==> src/rtl/mem_arbiter_pkg.sv <==
// mem_arbiter_pkg: shared constants and types for the external memory bus arbiter.
//   - data_type size encodings and the byte length they imply
//   - default I/O-space selector for addr[17:16]
//   - arbiter FSM state encoding
package mem_arbiter_pkg;

  localparam logic [1:0] SizeByte = 2'b00;
  localparam logic [1:0] SizeHalf = 2'b01;
  localparam logic [1:0] SizeWord = 2'b10;

  localparam logic [1:0] IoSelDefault = 2'b11;

  // Instruction fetches are always whole words.
  localparam logic [2:0] InstLen = 3'd4;

  typedef enum logic [2:0] {
    StIdle,
    StInstRd,
    StDataRd,
    StDataWr,
    StIoWait
  } state_e;

  // Number of bus bytes for a data_type size field (reserved 11 behaves as a word).
  function automatic logic [2:0] size_to_len(input logic [1:0] size);
    logic [2:0] len;
    case (size)
      SizeByte: len = 3'd1;
      SizeHalf: len = 3'd2;
      SizeWord: len = 3'd4;
      default:  len = 3'd4;
    endcase
    return len;
  endfunction

endpackage

==> src/rtl/mem_arb_extend.sv <==
// mem_arb_extend: combinational load-result extension.
// Ports:
//   raw       in  32  assembled little-endian word from the bus
//   data_type in  3   [1:0] size, [2] = 1 selects zero extension
//   res       out 32  sign/zero-extended result (words pass through)
module mem_arb_extend
  import mem_arbiter_pkg::*;
(
  input  logic [31:0] raw,
  input  logic [2:0]  data_type,
  output logic [31:0] res
);

  logic fill_bit;

  always_comb begin
    fill_bit = 1'b0;
    res      = raw;
    case (data_type[1:0])
      SizeByte: begin
        fill_bit = raw[7] & ~data_type[2];
        res      = {{24{fill_bit}}, raw[7:0]};
      end
      SizeHalf: begin
        fill_bit = raw[15] & ~data_type[2];
        res      = {{16{fill_bit}}, raw[15:0]};
      end
      default: res = raw;
    endcase
  end

endmodule

==> src/rtl/mem_arbiter.sv <==
// mem_arbiter: sole master of the 8-bit external memory bus. Arbitrates the
// instruction-fetch port (word reads) and the load/store port (1/2/4-byte
// reads and writes) and serialises each request one byte per cycle.
//
// Ports:
//   clk, rst_n        clock, asynchronous active-low reset
//   rdy               global ready; all state freezes while low
//   clear             pipeline flush; aborts reads, never stores
//   inst_*            instruction request (valid/addr) and response (ready/res)
//   data_*            load/store request (valid/wr/type/addr/value), response (ready/res)
//   mem_din/mem_dout  bus read/write byte; mem_din answers the previous cycle's mem_a
//   mem_a/mem_wr      bus address and write strobe
//   io_buffer_full    UART tx buffer full; stalls I/O writes in IO_WAIT
//
// Build option: define MEM_ARB_PERF_EN to add perf_inst_cnt, perf_data_cnt and
// perf_stall_cnt (completed fetches, completed data requests, stall cycles).
//
// Timing: cycle 0 is the accept cycle and drives the first address
// combinationally. In read cycle k the byte for address k-1 is on mem_din; the
// final byte is merged combinationally so ready and the result appear in cycle n.
module mem_arbiter
  import mem_arbiter_pkg::*;
#(
  parameter int unsigned STARVE_LIMIT = 4,
  parameter logic [1:0]  IO_SEL       = IoSelDefault
) (
  input  logic        clk,
  input  logic        rst_n,
  input  logic        rdy,
  input  logic        clear,
  input  logic        inst_valid,
  input  logic [31:0] inst_addr,
  output logic        inst_ready,
  output logic [31:0] inst_res,
  input  logic        data_valid,
  input  logic        data_wr,
  input  logic [2:0]  data_type,
  input  logic [31:0] data_addr,
  input  logic [31:0] data_value,
  output logic        data_ready,
  output logic [31:0] data_res,
  input  logic [7:0]  mem_din,
  output logic [7:0]  mem_dout,
  output logic [31:0] mem_a,
  output logic        mem_wr,
`ifdef MEM_ARB_PERF_EN
  output logic [31:0] perf_inst_cnt,
  output logic [31:0] perf_data_cnt,
  output logic [31:0] perf_stall_cnt,
`endif
  input  logic        io_buffer_full
);

  localparam int unsigned StarveW = (STARVE_LIMIT < 2) ? 1 : $clog2(STARVE_LIMIT + 1);

  state_e             state_q, state_d;
  logic [2:0]         cnt_q, cnt_d;
  logic [2:0]         len_q, len_d;
  logic [StarveW-1:0] starve_q, starve_d;
  logic [31:0]        base_q, base_d;
  logic [31:0]        buf_q, buf_d;
  logic [31:0]        wdata_q, wdata_d;
  logic [2:0]         dtype_q, dtype_d;
  logic [31:0]        inst_res_q, data_res_q;

  logic        grant_inst, grant_data;
  logic        accept_inst, accept_data;
  logic        is_io;
  logic [31:0] asm_word;
  logic [7:0]  wr_byte;
  logic [31:0] ext_res;

  mem_arb_extend u_extend (
    .raw       (asm_word),
    .data_type (dtype_q),
    .res       (ext_res)
  );

  // Collected bytes with the byte currently on mem_din merged at position cnt-1.
  always_comb begin
    asm_word = buf_q;
    for (int i = 0; i < 4; i++) begin
      if (cnt_q == 3'(i + 1)) asm_word[i*8 +: 8] = mem_din;
    end
  end

  always_comb begin
    wr_byte = wdata_q[7:0];
    for (int i = 1; i < 4; i++) begin
      if (cnt_q == 3'(i)) wr_byte = wdata_q[i*8 +: 8];
    end
  end

  assign is_io = (data_addr[17:16] == IO_SEL);

  always_comb begin
    state_d     = state_q;
    cnt_d       = cnt_q;
    len_d       = len_q;
    starve_d    = starve_q;
    base_d      = base_q;
    buf_d       = buf_q;
    wdata_d     = wdata_q;
    dtype_d     = dtype_q;
    mem_a       = 32'd0;
    mem_dout    = 8'd0;
    mem_wr      = 1'b0;
    inst_ready  = 1'b0;
    data_ready  = 1'b0;
    grant_inst  = 1'b0;
    grant_data  = 1'b0;
    accept_inst = 1'b0;
    accept_data = 1'b0;

    if (!rdy) begin
      // Keep presenting the last read address so mem_din still carries the
      // byte the resumed cycle expects. Writes and idle keep the bus quiet.
      if (state_q == StInstRd || state_q == StDataRd) begin
        mem_a = base_q + 32'(cnt_q) - 32'd1;
      end
    end else begin
      case (state_q)
        StIdle: begin
          if (inst_valid && starve_q == StarveW'(STARVE_LIMIT)) grant_inst = 1'b1;
          else if (data_valid)                                   grant_data = 1'b1;
          else if (inst_valid)                                   grant_inst = 1'b1;

          // A flush cancels a read accept but never a store.
          accept_data = grant_data && (data_wr || !clear);
          accept_inst = grant_inst && !clear;

          if (accept_data) begin
            base_d  = data_addr;
            wdata_d = data_value;
            dtype_d = data_type;
            cnt_d   = 3'd1;
            if (data_wr) begin
              if (is_io) begin
                // UART writes (including the 0x30004 stop write) are one byte.
                len_d = 3'd1;
                if (io_buffer_full) begin
                  state_d = StIoWait;
                  cnt_d   = 3'd0;
                end else begin
                  state_d  = StDataWr;
                  mem_a    = data_addr;
                  mem_dout = data_value[7:0];
                  mem_wr   = 1'b1;
                end
              end else begin
                len_d    = size_to_len(data_type[1:0]);
                state_d  = StDataWr;
                mem_a    = data_addr;
                mem_dout = data_value[7:0];
                mem_wr   = 1'b1;
              end
            end else begin
              len_d   = size_to_len(data_type[1:0]);
              state_d = StDataRd;
              mem_a   = data_addr;
            end
          end else if (accept_inst) begin
            base_d  = inst_addr;
            len_d   = InstLen;
            cnt_d   = 3'd1;
            state_d = StInstRd;
            mem_a   = inst_addr;
          end

          if (!inst_valid || accept_inst) begin
            starve_d = '0;
          end else if (accept_data) begin
            starve_d = starve_q + StarveW'(1);
          end
        end

        StInstRd, StDataRd: begin
          if (clear) begin
            state_d = StIdle;
            cnt_d   = 3'd0;
          end else begin
            buf_d = asm_word;
            if (cnt_q == len_q) begin
              inst_ready = (state_q == StInstRd);
              data_ready = (state_q == StDataRd);
              state_d    = StIdle;
              cnt_d      = 3'd0;
            end else begin
              mem_a = base_q + 32'(cnt_q);
              cnt_d = cnt_q + 3'd1;
            end
          end
        end

        StDataWr: begin
          if (cnt_q == len_q) begin
            data_ready = 1'b1;
            state_d    = StIdle;
            cnt_d      = 3'd0;
          end else begin
            mem_a    = base_q + 32'(cnt_q);
            mem_dout = wr_byte;
            mem_wr   = 1'b1;
            cnt_d    = cnt_q + 3'd1;
          end
        end

        StIoWait: begin
          if (!io_buffer_full) begin
            mem_a    = base_q;
            mem_dout = wdata_q[7:0];
            mem_wr   = 1'b1;
            cnt_d    = 3'd1;
            state_d  = StDataWr;
          end
        end

        default: begin
          state_d = StIdle;
          cnt_d   = 3'd0;
        end
      endcase
    end
  end

  assign inst_res = inst_ready ? asm_word : inst_res_q;
  assign data_res = (data_ready && state_q == StDataRd) ? ext_res : data_res_q;

  always_ff @(posedge clk or negedge rst_n) begin
    if (!rst_n) begin
      state_q    <= StIdle;
      cnt_q      <= 3'd0;
      len_q      <= 3'd0;
      starve_q   <= '0;
      base_q     <= 32'd0;
      buf_q      <= 32'd0;
      wdata_q    <= 32'd0;
      dtype_q    <= 3'd0;
      inst_res_q <= 32'd0;
      data_res_q <= 32'd0;
    end else if (rdy) begin
      state_q    <= state_d;
      cnt_q      <= cnt_d;
      len_q      <= len_d;
      starve_q   <= starve_d;
      base_q     <= base_d;
      buf_q      <= buf_d;
      wdata_q    <= wdata_d;
      dtype_q    <= dtype_d;
      inst_res_q <= inst_res;
      data_res_q <= data_res;
    end
  end

`ifdef MEM_ARB_PERF_EN
  logic stall_evt;

  // The fetch port is waiting whenever it is valid and the bus serves data.
  assign stall_evt = (state_q == StIoWait) ||
                     (inst_valid && (accept_data || state_q == StDataRd ||
                                     state_q == StDataWr));

  always_ff @(posedge clk or negedge rst_n) begin
    if (!rst_n) begin
      perf_inst_cnt  <= 32'd0;
      perf_data_cnt  <= 32'd0;
      perf_stall_cnt <= 32'd0;
    end else if (rdy) begin
      if (inst_ready) perf_inst_cnt  <= perf_inst_cnt + 32'd1;
      if (data_ready) perf_data_cnt  <= perf_data_cnt + 32'd1;
      if (stall_evt)  perf_stall_cnt <= perf_stall_cnt + 32'd1;
    end
  end
`endif

endmodule

==> config.mk <==
export PLATFORM = sky130hd
export DESIGN_NAME = mem_arbiter
export DESIGN_NICKNAME = d
export VERILOG_FILES = /design/src/rtl/mem_arbiter_pkg.sv /design/src/rtl/mem_arb_extend.sv /design/src/rtl/mem_arbiter.sv
export SDC_FILE = /design/constraint.sdc
export NUM_CORES = 1
export LEC_CHECK = 0
export ABC_AREA = 1
export CORE_MARGIN = 2
export CORE_UTILIZATION = 30
export DETAILED_ROUTE_END_ITERATION = 16
export GPL_ROUTABILITY_DRIVEN = 0
export PLACE_DENSITY = 0.56
export SLEW_MARGIN = 20
export SYNTH_ARGS = -nofsm -noshare
export SYNTH_HDL_FRONTEND = slang
export SYNTH_SLANG_ARGS = --single-unit
==> constraint.sdc <==
create_clock -name clk -period 6.16 [get_ports clk]
set_input_delay 1.54 -clock clk [delete_from_list [all_inputs] [get_ports clk]]
set_output_delay 1.54 -clock clk [all_outputs]
set_load 0.02 [all_outputs]
==> Word-level counts from Yosys, hierarchy flattened <==
Cells that the tools add are included.
{ "op_classes": {"muxes": 80, "reduce_logical": 20, "bitwise": 4, "addsub": 4, "eq_ne": 15} }
{ "ops": {"columns": ["cell", "n"], "rows": [
  ["32-bit two-way mux", 14],
  ["32-bit case mux with 4 select lines", 1],
  ["8-bit two-way mux", 14],
  ["32-bit case mux with 2 select lines", 1],
  ["3-bit two-way mux", 18],
  ["32-bit by 3-bit adder with 32-bit output", 1],
  ["32-bit by 1-bit subtractor with 32-bit output (second input constant)", 1],
  ["1-bit two-way mux", 26],
  ["3-bit case mux with 4 select lines", 2],
  ["8-bit case mux with 3 select lines", 1],
  ["3-bit AND reduction", 5],
  ["3-bit by 2-bit equality test with 1-bit output (second input constant)", 4],
  ["3-bit equality test (second input constant)", 3],
  ["3-bit by 1-bit adder with 3-bit output (second input constant)", 2],
  ["3-bit by 1-bit equality test with 1-bit output (second input constant)", 2],
  ["3-bit case mux with 2 select lines", 1],
  ["2-bit by 1-bit equality test with 1-bit output (second input constant)", 2],
  ["1-bit logical AND", 4],
  ["2-bit zero test", 2],
  ["2-bit nonzero test", 2],
  ["3-bit equality test", 1],
  ["3-bit zero test", 1],
  ["1-bit logical OR", 3],
  ["3-bit != test (second input constant)", 1],
  ["8 further kinds", 11]
]} }
{ "totals": {"output_inout_bits": 107, "input_bits": 115, "reg_bits": 175, "elab_cells": 133} }

==> Depth between registers and ports, before layout <==
Gate-level depths: netlist (run 1).
{ "depth": {"word_depth": 10, "depth_mapped": 18, "ltp_nobuf": 18} }

==> Cells and area by module <==
From an unflattened synthesis (run 1), not the netlist that was laid out.
{ "hier_totals": {"hier_cells": 1718, "hier_area_um2": 12159.2} }
{ "by_module_without_submodules": {"columns": ["mod", "instances", "area_per_inst_um2", "seq_area_each_um2", "cells_each"], "rows": [
  ["mem_arbiter", 1, 11755.0, 4379.2, 1647],
  ["mem_arb_extend", 1, 404.1, 0.0, 71]
]} }

==> Worst setup path after synthesis (run 1) <==
OpenSTA, ideal clock, no wires.
{ "synth_path": {"kind": "input port to output port", "startpoint": "input rdy", "endpoint": "output inst_res[21]", "setup_slack_ns": 0.989, "n_path_buf": 2, "required_time_ns": 4.620, "cell_stages": 6, "t_arrival_ns": 3.631, "path_cell_list": "clkinv_1 -> nor4_1 -> inv_1 -> clkbuf_1 -> clkbuf_1 -> o21ai_0"} }
{ "synth_between": {"elab_chain_cells": 2} }
{ "synth_lines": {"columns": ["element", "line_no", "text"], "rows": [
  ["start: declaration", "mem_arbiter.sv:29", "input logic rdy,"],
  ["1-bit two-way mux", "mem_arbiter.sv:115", "if (!rdy) begin"],
  ["via inst_ready", "mem_arbiter.sv:33", "output logic inst_ready,"],
  ["32-bit two-way mux", "mem_arbiter.sv:226", "assign inst_res = inst_ready ? asm_word : inst_res_q;"],
  ["end: declaration", "mem_arbiter.sv:34", "output logic [31:0] inst_res,"]
]} }
The timed path passes the listed nets, and every way through them passes these cells.

==> Worst setup path in the final report (run 1) <==
{ "layout_path": {"startpoint": "register cnt_q[0]", "endpoint": "output mem_a[26]"} }
{ "layout_between": {"elab_chain_cells": 5, "elab_cells_between_ends": 8, "cone_classes": "add/sub (2); eq/ne (1); mux (5)"} }
{ "layout_lines": {"columns": ["element", "line_no", "text"], "rows": [
  ["start: declaration", "mem_arbiter.sv:57", "logic [2:0] cnt_q, cnt_d;"],
  ["start signal: assignment", "mem_arbiter.sv:243", "cnt_q <= cnt_d;"],
  ["parallel branches: the longest is 4 deep, another holds 32-bit by 3-bit adder with 32-bit output", null, null],
  ["32-bit two-way mux (*)", "mem_arbiter.sv:115", null],
  ["end: declaration", "mem_arbiter.sv:44", "output logic [31:0] mem_a,"]
]} }
Every way passes the cells marked *.

==> results.md, run 1 <==
- Clock power frac: between 15 and 20%
- Power share of the sequential group: between 20 and 30%
- Net Sw Frac: 48.2%
- Drt first pass iters: 5
- Leading area contributor after synthesis: dfrtp_1
- Max Cap Viol: 0
- Row cnt: 71
- Final worst path period need: between 5000 and 6000 ps
- NetSw: approximately 3.3 mW
- Cell Area, Synth: ~11,000 µm²
- Share of cells above drive strength 1: around 5.6%
- Vias per cell: around 5
- Top cells by count, synth: 565 x nand2_1, 237 x o21ai_0, 175 x dfrtp_1
- Max Clk Rate: 0.174 GHz
- Leakage: just under 7 nW
- Vias in the first global route: 11,500
- Combinational Power Share: a little over half
- Worst reg2reg startpoint: state_q[0]
- R2R Setup Slk: slightly below 3000 ps
- Netlist cell types: 40
- Clk_lat worst skew: between 400 and 500 ps
- Area Growth Syn to Fin: 29.8%
- Top post-synthesis cells by area: dfrtp_1 38%, nand2_1 18%, o21ai_0 10%
- Root buf cell: clkbuf_16
- Post-layout util: between 30% and 40%
- Syn_area_per_cell: roughly 6.6 µm²
- Final Slew Violations: 0
- Share of synthesized registers carrying an async set or reset: 100%
- Largest net degree at the start of global routing: 65
- Outcome: completed
- Maximum ir drop on the vdd rail: just over 200 µV
- Unrepaired setup endpoints after global routing: false
- First-pass GRT wire length: 65,300 µm
- # Post-CTS Setup Buffers: 0
- Placed cell count: 2,418
- Die height: 200 µm
- CTS Buffer Depth: 2
- Yosys warning count: 0
- Most frequent cell after synthesis: nand2_1
- FILL cells: 4,004
- Gate Count Post-Synth: roughly 1,700
- Final Hold Viols: 0
- Final Cycle Share: 93.4%
- Final net count: ~2,000
- CTS tree: done
- Max_slew headroom: 32.6%
- HPWL after detailed placement: 31,700 µm
- Antenna Violating Nets Remaining: 0
- Clk sinks: 175
- DRC viols: 0
- Crit path required time: 4620 ps
- Yosys reg bits: about 180
- Post-Place Worst Slack: 516 ps
- Number of DRC markers in iteration 0: 976
- Setup Skew: around 16 ps
- Most used DFF post-synth: dfrtp_1
- Min-delay src: data_res_q[16]
- Final Non-Filler Cells: 2,450
- Post-synth top area share: 38.1%
- Post-synthesis sequential area ratio: 38.1%
- Initial antenna violation count: 0
- CP endpoint kind: output pin
- Cts bufs inserted: 17
- Wirelength per Cell: roughly 17 µm
- Final setup margin: approximately 410 ps
- DR vias: between 10,000 and 15,000
- Die W: approximately 200 µm
- # diodes: 0
- Cell Pwr Density: roughly 460 nW/µm²
- WL final: about 42,000 µm
- CTS clk-pin slew, worst paths: 80 ps
- Worst Hold Margin: 474 ps
- Worst Max-Slew Pin Slew: ~1000 ps
- Setup tns final: 0 ps
- Final setup fails: 0
- Initial Util: 30.5%
- CP startpoint kind: register
- Int Pwr: between 3 and 4 mW
- IO Port Bufs: 221
- Net Count, Synth: 1,862
- Crit path arrival time: 4210 ps
- Post-cts gate resize count: 0
- IO Pins: around 220
- Die area: 39,900 µm²
- GRT Util Overall: about a fifth
- CTS Hold Buffers Added: 0
- Max FO, Critical Path: 6
- CTS H-tree depth: 4
- EDFF count, synth: 0
- Critical Path Source: cnt_q[0]
- Worst Hold Class: register to register
- Critical path type: register to output pin
- Total gr overflow: 0
- Placeable Area: between 30,000 and 40,000 µm²
==> worst paths after layout <==
| check | cells past startpoint | end |
|---|---|---|
| hold reg to reg | 2 | data_res_q[16] |
| min in group asynchronous | 1 | wdata_q[29] |
| setup reg to reg | 12 | len_q[2] |
| hold / removal | 2 | data_res_q[16] |
| setup / recovery | 18 | mem_a[26] |
| max in group asynchronous | 2 | data_res_q[1] |
==> area by class of cell <==
cell class                 count  area (µm²)  share of cell area, %
tap                          511         639                   4.28
multi-input combinational   1323        6210                   41.6
timing repair buffer         251        2490                   16.7
inverter                     158         593                   3.97
clock inverter                15         190                   1.27
clock buffer                  17         425                   2.85
sequential                   175        4380                   29.3
==> metrics by stage <==
| step | total power, mW | cell area (µm²) |
|---|---|---|
| after floorplan | 4.23 | 11500 |
| after global placement | 5.66 | 14300 |
| after detailed placement | 5.69 | 14300 |
| after CTS | 6.87 | 14900 |
| after global routing | 7.40 | 14900 |
| final | 6.85 | 14900 |
==> registers in the layout, indices dropped and copies added, names as in the netlist <==
signal	cells
inst_res_q	32
dtype_q	3
cnt_q	3
buf_q	32
state_q	3
wdata_q	32
len_q	3
starve_q	3
data_res_q	32
base_q	32
==> power by group through the flow <==
stage	clock [mW]	combinational, mW	sequential [mW]
after floorplan	0	2.39	1.84
after global placement	0	3.70	1.96
after detailed placement	0	3.73	1.97
after CTS	1.18	3.75	1.95
after global routing	1.23	4.16	2.01
final	1.15	3.74	1.95
==> logic make-up after synthesis <==
group                    count (synthesis)  share of synthesized area [%]
AND/OR/NAND/NOR                        877                           31.2
AO/OA/AOI/OAI                          418                           20.1
XOR/XNOR                                16                           1.22
flip-flops                             175                           38.1
adder cells (fa/ha/maj)                 12                           1.37
buffers and inverters                  237                           7.97
==> layout by cell type, fill, tap and decap left out, drive strengths merged, types with 8 or more instances in the layout <==
master / n
nor3: 10
clkinv: 8
nand2: 583
nor2: 186
buf: 31
dfrtp: 175
nand3: 89
a2bb2oi: 14
clkbuf: 17
a21oi: 64
ha: 11
xor2: 10
inv: 163
o22ai: 46
a31oi: 30
clkdlybuf4s50: 220
o21ai: 243
==> critical path, stage by stage, from the launching register on <==
cell and delay [ps]:
dfrtp_1 490, ha_1 330, fa_1 430, nand2_1 100, nand2_1 80, nand2_1 170, nand2_1 90, nand2_2 120
nand3_1 90, nor2_1 140, nand2_1 190, nor2_2 300, nand2_1 160, nor2_4 160, nand2_1 60, nand2_1 50
nand3_1 80, nand2_1 80, clkdlybuf4s50_1 610
==> metal layers <==
layer / vias to the layer above / wire length (µm) / GRT usage (%)
li1: 6073 / - / -
met1: 5648 / 19900 / 30.3
met2: 410 / 18400 / 33.0
met3: 44 / 2590 / 3.86
met4: 0 / 791 / 5.84
met5: - / 0 / 0
(Power assumes the default switching activity.)
==> run 2, diff against run 1 <==
CTS_CLUSTER_DIAMETER = 50   (was not set)
PLACE_DENSITY = not set   (was 0.56)
==> run 2 against run 1 <==
Setup slack worse by 78 ps; sequential share of layout area up 0.062 points; total power about the same; non-clock buffer count unchanged; first-iteration DRC count down 4.1%; largest cell class unchanged; via count up 1.1%; final cell count about the same.
==> results.md, run 2 (synthesized netlist as in run 1, its figures left out) <==
- Outcome: completed
- CP endpoint kind: output pin
- Final Hold Viols: 0
- Post-Place Worst Slack: approximately 160 ps
- Final net count: ~2,100
- Worst Hold Class: register to register
- Max Clk Rate: 0.171 GHz
- Wirelength per Cell: approximately 17 µm
- Root buf cell: clkbuf_16
- Vias per cell: between 5 and 6
- CTS Hold Buffers Added: 0
- DR vias: 12,300
- DRC viols: 0
- Setup Skew: 17.9 ps
- Unrepaired setup endpoints after global routing: false
- CTS tree: done
- Crit path arrival time: approximately 4300 ps
- CTS clk-pin slew, worst paths: 80 ps
- Drt first pass iters: 8
- Final Non-Filler Cells: between 2,000 and 2,500
- GRT Util Overall: between 20% and 30%
- Design Power: between 6 and 7 mW
- Final setup fails: 0
- Final Cycle Share: 94.7%
- IO Pins: approximately 220
- Final Slew Violations: 0
- Placeable Area: approximately 38,000 µm²
- Cts bufs inserted: 17
- Cell Pwr Density: 460 nW/µm²
- Initial antenna violation count: 1
- Post-cts gate resize count: 0
- Largest net degree at the start of global routing: 92
- Setup tns final: 0 ps
- Initial Util: just over 30%
- HPWL after detailed placement: about 31,000 µm
- Commonest non-fill, non-tap cell in the layout: nand2_1
- # Post-CTS Setup Buffers: 0
- Share of cells above drive strength 1: about 5.7%
- WL final: between 40,000 and 50,000 µm
- CP startpoint kind: primary input
- Max Cap Viol: 0
- Critical path type: primary input to output pin
- Maximum ir drop on the vdd rail: about 220 µV
- Max FO, Critical Path: 23
- Total gr overflow: 0
- Placed cell count: between 2,000 and 2,500
- Vias in the first global route: roughly 12,000
- First-pass GRT wire length: 65,000 µm
- CTS Buffer Depth: 2
- Die W: around 200 µm
- Worst Max-Slew Pin Slew: just under 900 ps
- Crit path required time: roughly 4600 ps
- Die area: between 30,000 and 40,000 µm²
- Area Growth Syn to Fin: 29.5%
- CTS H-tree depth: 4
- Clk_lat worst skew: approximately 460 ps
- Die height: between 150 and 200 µm
- Antenna Violating Nets Remaining: 0
- Final setup margin: approximately 330 ps
- Number of DRC markers in iteration 0: 936
- Max_slew headroom: 41.4%
- Most frequent cells in the layout: 565 x nand2_1, 237 x o21ai_0, 220 x clkdlybuf4s50_1
- Row cnt: between 70 and 80
- Leakage: 6.90 nW
- IO Port Bufs: ~220
- Final worst path period need: between 5000 and 6000 ps
- Clk sinks: between 150 and 200
run 2: cell count changes in the layout (fill, tap and decap cells not counted), sizes merged:
| cell | before | now |
|---|---|---|
| diode | 0 | 2 |
| clkinvlp | 1 | 3 |
| inv | 163 | 161 |
run 2: final timing paths:
path                            slack, ps  cells past startpoint           start        endpoint
max in group asynchronous            3820                      2           rst_n   data_res_q[3]
min in group asynchronous            1190                      1           rst_n  data_res_q[23]
worst min-delay path                  480                      2  data_res_q[26]  data_res_q[26]
worst max register to register       3140                     11        cnt_q[0]  data_res_q[19]
worst max-delay path                  330                      8             rdy    data_res[21]
worst min register to register        480                      2  data_res_q[26]  data_res_q[26]
run 2: per-stage QoR:
stage / utilization [%] / hold slack, ps / instance area (µm²)
detailed placement: 37.9 / 460 / 14300
global placement: 37.9 / 456 / 14300
global route: 39.5 / 495 / 14900
finish: 39.5 / 476 / 14900
floorplan: - / 443 / 11500
CTS: 39.5 / 480 / 14900
run 2: layout make-up:
class	count	area [µm²]
inverter	158	597
tap	511	639
antenna	2	5.00
clock buffer	17	425
multi-input combinational	1323	6210
timing repair buffer	251	2450
sequential	175	4380
fill	4021	22800
clock inverter	15	193
run 2: worst max-delay path: stages:
cell	delay, ps
clkdlybuf4s50_1	570
clkinv_1	180
nor3_1	290
nand2_1	370
clkinvlp_4	420
o21ai_0	190
nand2_1	100
clkdlybuf4s50_1	610
run 2: report_power, final:
group	internal [mW]	switching, mW	leakage (nW)
Combinational	1.36	2.38	4.36
Sequential	1.60	0.348	2.24
Clock	0.588	0.572	0.295
run 2: per-layer routing:
layer | vias up | part of all wire [%] | global-route usage (%)
met5 | - | 0 | 0
met4 | 0 | 2.0 | 5.79
met3 | 52 | 7.1 | 4.28
met2 | 472 | 44 | 32.9
met1 | 5707 | 47 | 29.9
li1 | 6081 | - | -
